File: src/rtl/spi_flash_pkg.sv
// Shared constants and state encoding for the serial-flash word reader.
package spi_flash_pkg;

  localparam logic [7:0] FLASH_CMD_READ   = 8'h03;
  localparam logic [3:0] FLASH_HDR_BYTES  = 4'd4;
  localparam logic [3:0] FLASH_WORD_BYTES = 4'd4;

  typedef enum logic [1:0] {
    IDLE = 2'd0,
    SEND = 2'd1,
    DONE = 2'd2
  } flash_rd_state_t;

endpackage

File: src/rtl/spi_flash_word_reader.sv
// Fetches one little-endian 32-bit word per request via READ + 24-bit address,
// driving the byte-level TX/RX interface of a single-CS SPI master.
module spi_flash_word_reader
  import spi_flash_pkg::*;
#(
  parameter int         MAX_BYTES_PER_CS = 8,
  parameter logic [7:0] CMD_READ         = FLASH_CMD_READ
) (
  input  logic                                    i_Clk,
  input  logic                                    i_Rst_L,
  input  logic                                    i_Req,
  input  logic [23:0]                             i_Addr,
  output logic                                    o_Busy,
  output logic [31:0]                             o_Word,
  output logic                                    o_Word_DV,
  output logic [$clog2(MAX_BYTES_PER_CS+1)-1:0]   o_TX_Count,
  output logic [7:0]                              o_TX_Byte,
  output logic                                    o_TX_DV,
  input  logic                                    i_TX_Ready,
  input  logic                                    i_RX_DV,
  input  logic [7:0]                              i_RX_Byte
);

  localparam int         CNT_W      = $clog2(MAX_BYTES_PER_CS + 1);
  localparam logic [3:0] XFER_BYTES = FLASH_HDR_BYTES + FLASH_WORD_BYTES;
  localparam logic [3:0] LAST_RX    = XFER_BYTES - 4'd1;

  flash_rd_state_t state;
  logic [23:0]     addr;
  logic [3:0]      tx_idx;
  logic [3:0]      rx_idx;

  assign o_TX_Count = CNT_W'(XFER_BYTES);

  // Command and address bytes first; everything after is dummy clocking for MISO.
  function automatic logic [7:0] hdr_byte(input logic [3:0] idx, input logic [23:0] a);
    if (idx >= FLASH_HDR_BYTES) return 8'h00;
    case (idx[1:0])
      2'd0:    return CMD_READ;
      2'd1:    return a[23:16];
      2'd2:    return a[15:8];
      default: return a[7:0];
    endcase
  endfunction

  always_ff @(posedge i_Clk or negedge i_Rst_L) begin
    if (!i_Rst_L) begin
      state     <= IDLE;
      addr      <= '0;
      tx_idx    <= '0;
      rx_idx    <= '0;
      o_Busy    <= 1'b0;
      o_Word    <= '0;
      o_Word_DV <= 1'b0;
      o_TX_DV   <= 1'b0;
      o_TX_Byte <= '0;
    end else begin
      o_TX_DV   <= 1'b0;
      o_Word_DV <= 1'b0;
      case (state)
        IDLE: begin
          if (i_Req && i_TX_Ready) begin
            addr   <= i_Addr;
            tx_idx <= '0;
            rx_idx <= '0;
            o_Busy <= 1'b1;
            state  <= SEND;
          end
        end
        SEND: begin
          // RX wins over issue; tx_idx==rx_idx keeps a single byte in flight.
          if (i_RX_DV) begin
            rx_idx <= rx_idx + 4'd1;
            if (rx_idx >= FLASH_HDR_BYTES)
              o_Word[8*rx_idx[1:0] +: 8] <= i_RX_Byte;
            if (rx_idx == LAST_RX) begin
              o_Word_DV <= 1'b1;
              state     <= DONE;
            end
          end else if (i_TX_Ready && (tx_idx == rx_idx) && (tx_idx < XFER_BYTES)) begin
            o_TX_DV   <= 1'b1;
            o_TX_Byte <= hdr_byte(tx_idx, addr);
            tx_idx    <= tx_idx + 4'd1;
          end
        end
        DONE: begin
          o_Busy <= 1'b0;
          state  <= IDLE;
        end
        default: state <= IDLE;
      endcase
    end
  end

endmodule

File: config.mk
export PLATFORM = sky130hd
export DESIGN_NAME = spi_flash_word_reader
export DESIGN_NICKNAME = d
export VERILOG_FILES = /design/src/rtl/spi_flash_pkg.sv /design/src/rtl/spi_flash_word_reader.sv
export SDC_FILE = /design/constraint.sdc
export NUM_CORES = 1
export LEC_CHECK = 0
export CELL_PAD_IN_SITES_DETAIL_PLACEMENT = 0
export CELL_PAD_IN_SITES_GLOBAL_PLACEMENT = 1
export CORE_ASPECT_RATIO = 2
export CORE_UTILIZATION = 35
export CTS_BUF_LIST = sky130_fd_sc_hd__clkbuf_4
export CTS_CLUSTER_DIAMETER = 50
export CTS_CLUSTER_SIZE = 40
export DETAILED_ROUTE_END_ITERATION = 16
export PLACE_DENSITY = 0.86
export SLEW_MARGIN = 10
export SYNTH_ARGS = -nofsm -noshare
export SYNTH_HDL_FRONTEND = slang
export SYNTH_SLANG_ARGS = --single-unit
File: constraint.sdc
create_clock -name i_Clk -period 1.75 [get_ports i_Clk]
set_clock_uncertainty 0.1 [all_clocks]
set_input_delay 0.2625 -clock i_Clk [delete_from_list [all_inputs] [get_ports i_Clk]]
set_output_delay 0.2625 -clock i_Clk [all_outputs]
set_load 0.01 [all_outputs]
### Yosys cells after proc, flatten, opt, wreduce, memory -nomap -nowiden

Cells that the tools add are included.

* add/sub/neg operators: 3
* magnitude comparators: 3
* equality and inequality tests: 11
* shifts and indexed selects: 2
* multiplexer cells: 26
* bitwise gates (word level): 1
* reduce and logical (&&, ||, !) cells: 14

Operator list (number)
* 5-bit negation with 34-bit output: 1
* 8-bit by 34-bit variable shift with 32-bit output (first input constant): 1
* 8-bit by 34-bit indexed part select with 32-bit output: 1
* 32-bit bitwise mux: 1
* 8-bit one-hot mux with 3 select lines: 1
* 4-bit 2-to-1 mux: 4
* 8-bit 2-to-1 mux: 2
* 4-bit one-hot mux with 2 select lines: 2
* 3-bit AND reduction: 4
* 1-bit 2-to-1 mux: 11
* 2-bit != test (second input constant): 5
* 4-bit by 1-bit adder with 4-bit output (second input constant): 2
* 4-bit by 3-bit greater-or-equal comparator with 1-bit output (second input constant): 2
* 2-bit 2-to-1 mux: 3
* 2-bit by 1-bit equality test with 1-bit output (second input constant): 2
* 2-bit equality test (second input constant): 2
* 4-bit by 3-bit equality test with 1-bit output (second input constant): 1
* 4-bit equality test: 1
* 2-bit zero test: 2
* 4-bit less-than comparator (second input constant): 1
* 2-bit one-hot mux with 2 select lines: 1
* 2-bit AND reduction: 2
* 4-bit AND reduction: 1
* 2-bit nonzero test: 2
* other kinds (3): 5

* bits in registers: 77
* word-level logic and storage cells: 69

### Depth between registers and ports, before layout

Gate-level depths: netlist of the first run.

* word-level depth: 7
* depth in mapped cells: 7
* mapped depth without buffers: 5

### Worst setup path before layout of the first run

Ideal clock, no wire load.

* path kind: reg-to-reg
* start: register rx_idx[0]
* end: register o_TX_Byte[1]
* arrival time: 1.488 ns
* data required time: 1.525 ns
* path slack: 0.037 ns
* stages on the path, launching flop included: 7
* clock period less this slack: 1.713 ns
* cell sequence: dfrtp_1 buf_2 xnor2_1 nand4_4 nor2_4 buf_12 mux2_4

* longest elaborated chain between the ends: 4

Ends and longest elaborated chain
* start, declared: line spi_flash_word_reader.sv:31 `logic [3:0] rx_idx;`
* start signal, assigned: line spi_flash_word_reader.sv:73 `rx_idx <= rx_idx + 4'd1;`
* 4-bit equality test: line spi_flash_word_reader.sv:80 `end else if (i_TX_Ready && (tx_idx == rx_idx) && (tx_idx < XFER_BYTES)) begin`
* 1-bit logical AND (2 in series): line spi_flash_word_reader.sv:80
* 3-bit AND reduction (no line)
* end signal, assigned: line spi_flash_word_reader.sv:82 `o_TX_Byte <= hdr_byte(tx_idx, addr);`
* end, declared: line spi_flash_word_reader.sv:17 `output logic [7:0] o_TX_Byte,`

Every way passes these cells.
A chain may end at the register's enable or synchronous reset.

### Final worst setup path of the first run

* start: register tx_idx[0]
* end: register o_TX_Byte[4]

* longest elaborated chain between the ends: 6
* elaborated cells between the ends (all ways): 15

Ends and longest elaborated chain
* start, declared: line spi_flash_word_reader.sv:30 `logic [3:0] tx_idx;`
* start signal, assigned: line spi_flash_word_reader.sv:83 `tx_idx <= tx_idx + 4'd1;`
* 4-bit by 3-bit greater-or-equal comparator with 1-bit output: line spi_flash_word_reader.sv:37 `if (idx >= FLASH_HDR_BYTES) return 8'h00;`
* 1-bit 2-to-1 mux: line spi_flash_word_reader.sv:37
* 1-bit 2-to-1 mux: line spi_flash_word_reader.sv:80
* 1-bit 2-to-1 mux: line spi_flash_word_reader.sv:72 `if (i_RX_DV) begin`
* 1-bit 2-to-1 mux: line spi_flash_word_reader.sv:60 `case (state)`
* 8-bit 2-to-1 mux: line spi_flash_word_reader.sv:38 `case (idx[1:0])`

Several ways; a longest one is shown, not always the timed one. The select of a mux whose other input is x is not followed.

==> out/metrics.cfg, run 1 <==
[finish]
instances_no_fill = 620
num-nets-final = 530
syn2layout_area_growth_pct = 40.1
drive_above_1_share = 0.180
fin_area_um2 = 4990
n_antenna_cell = 0
fillers = 945

[routing]
vias = 2917
wl_um = 8760
via_per_inst = 4.70
antenna_left = 0
wl_per_cell_um = 14.1
dr.pass1.iters = 4
drc_errors = 0
drtIter0Drc = 83

[clock_tree]
insertion_delay_ns = 0.44
ctsHtreeMaxLevel = 3
root_buffer = clkbuf_4
numCtsBuffers = 9
clk_pin_slew_ns = 0.14
numClockSinks = 77
cts_tree = yes
clock_path_buffers = 2

[sta]
rsz0062_at_grt = yes
timing.final.crit_share = 1.01
worst_pin_slew_ns = 0.489
relSlewSlack = 0.671
finalHoldViolCount = 0
period_minus_slack_ns = 1.77
slew_violations = 0
fmax_mhz = 565
fin_ws_ns = -0.0186
finalSetupViolCount = 3

[synth]
avgSynthCellArea_um2 = 9.55
syn_inst = 373
synth-seq-cells = 77
async_flop_share = 1.00
synth_ff_type = dfrtp_1
ys_seq_area_frac = 0.541
syn_area_um2 = 3560
synth_edf_count = 0
yosysWarnings = 0
synth_cell_types = 46

[placed_design]
port_buffers = 79
routabilityCongestion = 0.877
dp_cells = 601
dp_hpwl_um = 6740
dpl-instance-area_um2 = 4720

[worst_setup_path]
path_max_fanout = 9
r2r_start = tx_idx[0]
worstSetupEndpointType = register
critPathKind = register to register
crit_start = tx_idx[0]
cp-start-kind = register
arrival_ns = 2.00
required_ns = 1.98

[floorplanning]
dieWidth_um = 73.3
num_rows = 51
coreArea_um2 = 9830
ios = 84
die_y_um = 145
initial_utilization = 0.362
die_area_um2 = 10600

[power_and_ir_drop]
p_switching_mw = 2.64
p_sw_frac = 0.373
ir_worst_vdd_v = 0.000668
p_seq_frac = 0.406
powerDensity_nw_per_um2 = 1420
power_mw = 7.08
power.leakage_nw = 2.63
comb_power_share = 0.439
p_int_mw = 4.44
clkPwrFrac = 0.155

[global_route]
grtUsageTotal = 0.182
antenna_found_initial = 0
first_global_vias = 2853
grt-ovfl-total = 0
grt_max_degree = 48
grt_pass1_wl_um = 14100

[flow_run]
cap_violations = 0

[status]
violations = setup timing
outcome = finished with violations

[hold_path]
hold_path_class = primary input to async pin

final cells by class:
class	instances	area [µm²]	area share
Inverter	6	22.5	0.00451
Clock buffer	9	67.6	0.0135
Sequential cell	77	1930	0.387
Tap cell	132	165	0.0331
Multi-Input combinational cell	270	1580	0.317
Timing Repair Buffer	119	1140	0.229
Clock inverter	7	76.3	0.0153
sequential cells by signal, summed over array words and instances (netlist names):
register and flops:
addr 24, o_Busy 1, o_TX_Byte 8, o_TX_DV 1, o_Word 32, o_Word_DV 1
rx_idx 4, state 2, tx_idx 4
power by group through the flow:
stage               Sequential, mW  Combinational (mW)  Clock (mW)
floorplan                     2.94                1.46           0
global placement              2.87                2.96           0
detailed placement            2.91                3.03           0
CTS                           2.88                2.99        1.14
global route                  2.94                3.44        1.23
finish                        2.87                3.11        1.09
Yosys cell counts, types with 2 or more instances:
master | n | area (µm²)
inv_1 | 5 | 18.8
a221oi_1 | 7 | 61.3
a22o_1 | 2 | 17.5
nor3_1 | 6 | 30.0
buf_4 | 4 | 30.0
a21oi_1 | 3 | 15.0
o21ai_0 | 25 | 125
a21o_1 | 2 | 15.0
clkbuf_1 | 9 | 33.8
nor3_2 | 2 | 20.0
ha_1 | 10 | 125
nor2_1 | 4 | 15.0
mux2_4 | 7 | 105
nand3_1 | 7 | 35.0
buf_2 | 7 | 35.0
o21ai_1 | 11 | 55.1
nor3b_2 | 3 | 37.5
and2_1 | 2 | 12.5
xnor2_1 | 4 | 35.0
dfrtp_1 | 77 | 1930
conb_1 | 2 | 7.51
nand2_1 | 143 | 537
nor2b_1 | 8 | 50.1
through the flow:
step	hold WS [ns]	TNS [ns]	util	setup slack, ns
2_1_floorplan	-0.133	0	-	0.0368
3_3_place_gp	0.00180	-5.71	0.480	-0.257
3_5_place_dp	0.00971	-8.15	0.480	-0.292
4_1_cts	0.0534	-0.210	0.497	-0.0321
5_1_grt	0.0492	-0.393	0.508	-0.0606
6_report	0.0916	-0.0459	0.508	-0.0186
worst paths after layout:
path	end	slack, ns	depth (start not counted)
setup reg to reg	o_TX_Byte[4]	-0.02	6
min in group i_Clk	addr[12]	0.23	3
setup / recovery	o_TX_Byte[4]	-0.02	6
hold reg to reg	o_Word[22]	0.38	2
max in group asynchronous	addr[13]	0.95	3
hold / removal	state[1]	0.09	2
routing by layer:
layer	share of wire	GRT usage
met1	0.35	0.177
met3	0.044	0.0485
met5	0	0
met4	0.039	0.0992
met2	0.56	0.338
repair_timing:
action / 4_1_cts / 5_1_grt
hold endpoints to repair: 77 / 0
hold buffers: 1 / 0
cloned: 0 / 0
gates resized for setup: 33 / 33
endpoints found under the setup margin: 42 / 58
setup buffers: 0 / 2
pin swaps: 0 / 3
placed cells by master (no fill, tap or decap), drive strengths merged, types with 2 or more instances in the layout:
| master | count |
|---|---|
| nor2b | 8 |
| inv | 6 |
| mux2 | 9 |
| clkdlybuf4s50 | 35 |
| nor3 | 8 |
| dlygate4sd2 | 26 |
| conb | 4 |
| nand2 | 143 |
| clkinvlp | 2 |
| dlymetal6s2s | 17 |
| a21o | 2 |
| dfrtp | 77 |
| clkbuf | 9 |
| ha | 10 |
| a22o | 2 |
| o21ai | 36 |
| a21oi | 3 |
| a221oi | 7 |
| nor2 | 5 |
| nor3b | 4 |
| nand3 | 7 |
| xnor2 | 4 |
| buf | 40 |
| and2 | 2 |
| clkinv | 4 |
cells by family after synthesis:
kind of cell               after synthesis  synth area share
xor gates and xnor gates                 4           0.00983
DFF                                     77             0.541
and+or+nand+nor                        186             0.238
other                                    2           0.00211
AOI/OAI and AO/OA                       56            0.0945
adders and majority gates               10            0.0351
buffers and inverters                   28            0.0407
muxes                                   10            0.0386
worst max-delay path, cell delays in order (launching register included):
cell and delay, ns:
dfrtp_2 0.47, buf_6 0.15, xnor2_4 0.19, nand4_4 0.14
nor2_4 0.15, buf_12 0.15, mux2_4 0.30
Power figures use the tool's default switching activity.
==> run 2, diff against run 1 <==
--- a/config.mk
+++ b/config.mk
@@ -8,6 +8,7 @@
 export CELL_PAD_IN_SITES_DETAIL_PLACEMENT = 0
 export CELL_PAD_IN_SITES_GLOBAL_PLACEMENT = 1
 export CORE_ASPECT_RATIO = 2
+export CORE_MARGIN = 3
 export CORE_UTILIZATION = 35
 export CTS_BUF_LIST = sky130_fd_sc_hd__clkbuf_4
 export CTS_CLUSTER_DIAMETER = 50
==> run 2 against run 1 <==
  * The flow now finishes without violations
  * Highest routed layer unchanged
  * First-iteration DRC count is 51% higher
  * Via count is 0.55% higher
  * Setup slack better by 0.047 ns
  * Clock power is 24% higher
  * Critical path depth stayed put
  * Core utilization is 1.5 points higher
  * Largest cell class unchanged
  * Worst hold slack better by 0.070 ns
  * Sequential share of layout area is 1.1 points lower
  * Non-clock buffer count is 6 higher
==> out/metrics.cfg, run 2 (synthesis results as in run 1) <==
[finish]
largest-register = o_Word
fillers = 949
largestRegisters = o_Word x32, addr x24, o_TX_Byte x8
syn2layout_area_growth_pct = 44.3
final_cell_mix = nand2_1 (143), dfrtp_1 (73), buf_4 (38)
layout_commonest_cell = nand2_1
instances_no_fill = 626
drive_above_1_share = 0.190
num-nets-final = 536
n_antenna_cell = 0
postLayoutCoreUtil = 0.523
largest_reg_flops = 32

[status]
outcome = finished clean

[floorplanning]
coreArea_um2 = 9830
die_y_um = 149
dieWidth_um = 77.3
num_rows = 51
initial_utilization = 0.362
ios = 84
die_area_um2 = 11500

[routing]
drtIter0Drc = 125
wl_per_cell_um = 14.3
vias = 2933
drc_errors = 0
dr.pass1.iters = 7
via_per_inst = 4.69
antenna_left = 0
wl_um = 8950

[placed_design]
port_buffers = 79
dp_hpwl_um = 6830
routabilityCongestion = 0.802
dp_cells = 602

[worst_setup_path]
worstSetupEndpointType = register
rrSetupSlack_ns = 0.03
path_max_fanout = 11
cp-start-kind = register
required_ns = 1.98
worstRegToRegCells = 6
rr_endpoint = o_TX_Byte[5]
arrival_ns = 1.95
r2r_start = tx_idx[0]
critPathKind = register to register

[clock_tree]
numCtsBuffers = 9
clock_path_buffers = 2
numClockSinks = 77
root_buffer = clkbuf_4
clk_pin_slew_ns = 0.13
cts_tree = yes
insertion_delay_ns = 0.44
ctsHtreeMaxLevel = 3

[power_and_ir_drop]
ir_worst_vdd_v = 0.00110
powerDensity_nw_per_um2 = 1450
power.leakage_nw = 2.75

[sta]
finalHoldViolCount = 0
fmax_mhz = 581
finalSetupViolCount = 0
period_minus_slack_ns = 1.72
slew_violations = 0
timing.final.crit_share = 0.984
rsz0062_at_grt = yes

[global_route]
grt-ovfl-total = 0
grt_max_degree = 31
antenna_found_initial = 0
first_global_vias = 3020
grt_pass1_wl_um = 14600
grtUsageTotal = 0.164

[hold_path]
hold_path_class = primary input to async pin

[flow_run]
cap_violations = 0

run 2: worst max path at each step:
stage | startpoint | to | slack, ns | cells past startpoint
5_1_grt | tx_idx[0] | o_TX_Byte[5] | -0.05 | 6
4_1_cts | tx_idx[1] | o_TX_Byte[0] | -0.02 | 6
3_3_place_gp | i_RX_DV | o_TX_Byte[0] | -0.32 | 6
2_1_floorplan | rx_idx[0] | o_TX_Byte[1] | 0.04 | 6
3_5_place_dp | i_RX_DV | o_TX_Byte[0] | -0.33 | 6
6_report | tx_idx[0] | o_TX_Byte[5] | 0.03 | 6
run 2: power by group:
group          switching, mW  total, mW  internal (mW)
clock network          0.635       1.35          0.715
registers              0.424       2.85           2.43
logic                   1.58       3.26           1.68
total                   2.64       7.46           4.82
run 2: layout make-up:
cell class                      instances  area (µm²)  area share
Tap cell                              132         165      0.0321
Inverter                                6        22.5     0.00438
Clock inverter                          7         114      0.0222
Sequential cell                        77        1930       0.376
Timing Repair Buffer                  125        1250       0.243
Multi-Input combinational cell        270        1590       0.309
Clock buffer                            9        67.6      0.0131
run 2: timing repair:
action	in CTS	in global routing
gates cloned	0	0
setup buffers	0	7
hold buffers	1	0
gates resized for setup	31	32
pin swaps	1	0
setup endpoints to repair	36	54
hold endpoints to repair	77	0
run 2: worst max-delay path, stage by stage, from the launching register on:
cell and delay [ns]:
dfrtp_2 0.48, buf_6 0.15, xnor2_4 0.17, nand4_4 0.14, nor2_4 0.13, buf_12 0.15
mux2_4 0.31
run 2: routing by layer:
| metal | wire (µm) | GRT usage | vias to the layer above |
|---|---|---|---|
| met3 | 426 | 0.0424 | 19 |
| met4 | 163 | 0.0606 | 0 |
| met1 | 3160 | 0.156 | 1363 |
| met5 | 0 | 0 | - |
| met2 | 5200 | 0.326 | 92 |
| li1 | - | - | 1459 |
run 2: per-stage QoR:
step / area [µm²] / TNS, ns / total power [mW] / hold WS [ns] / setup slack [ns]
6_report: 5140 / 0 / 7.46 / 0.161 / 0.0284
5_1_grt: 5140 / -0.155 / 8.05 / 0.151 / -0.0470
4_1_cts: 4970 / -0.0203 / 7.35 / 0.139 / -0.0201
3_5_place_dp: 4750 / -6.24 / 5.99 / 0.0879 / -0.326
3_3_place_gp: 4750 / -5.77 / 5.89 / 0.0883 / -0.321
2_1_floorplan: 3570 / 0 / 4.40 / -0.133 / 0.0368
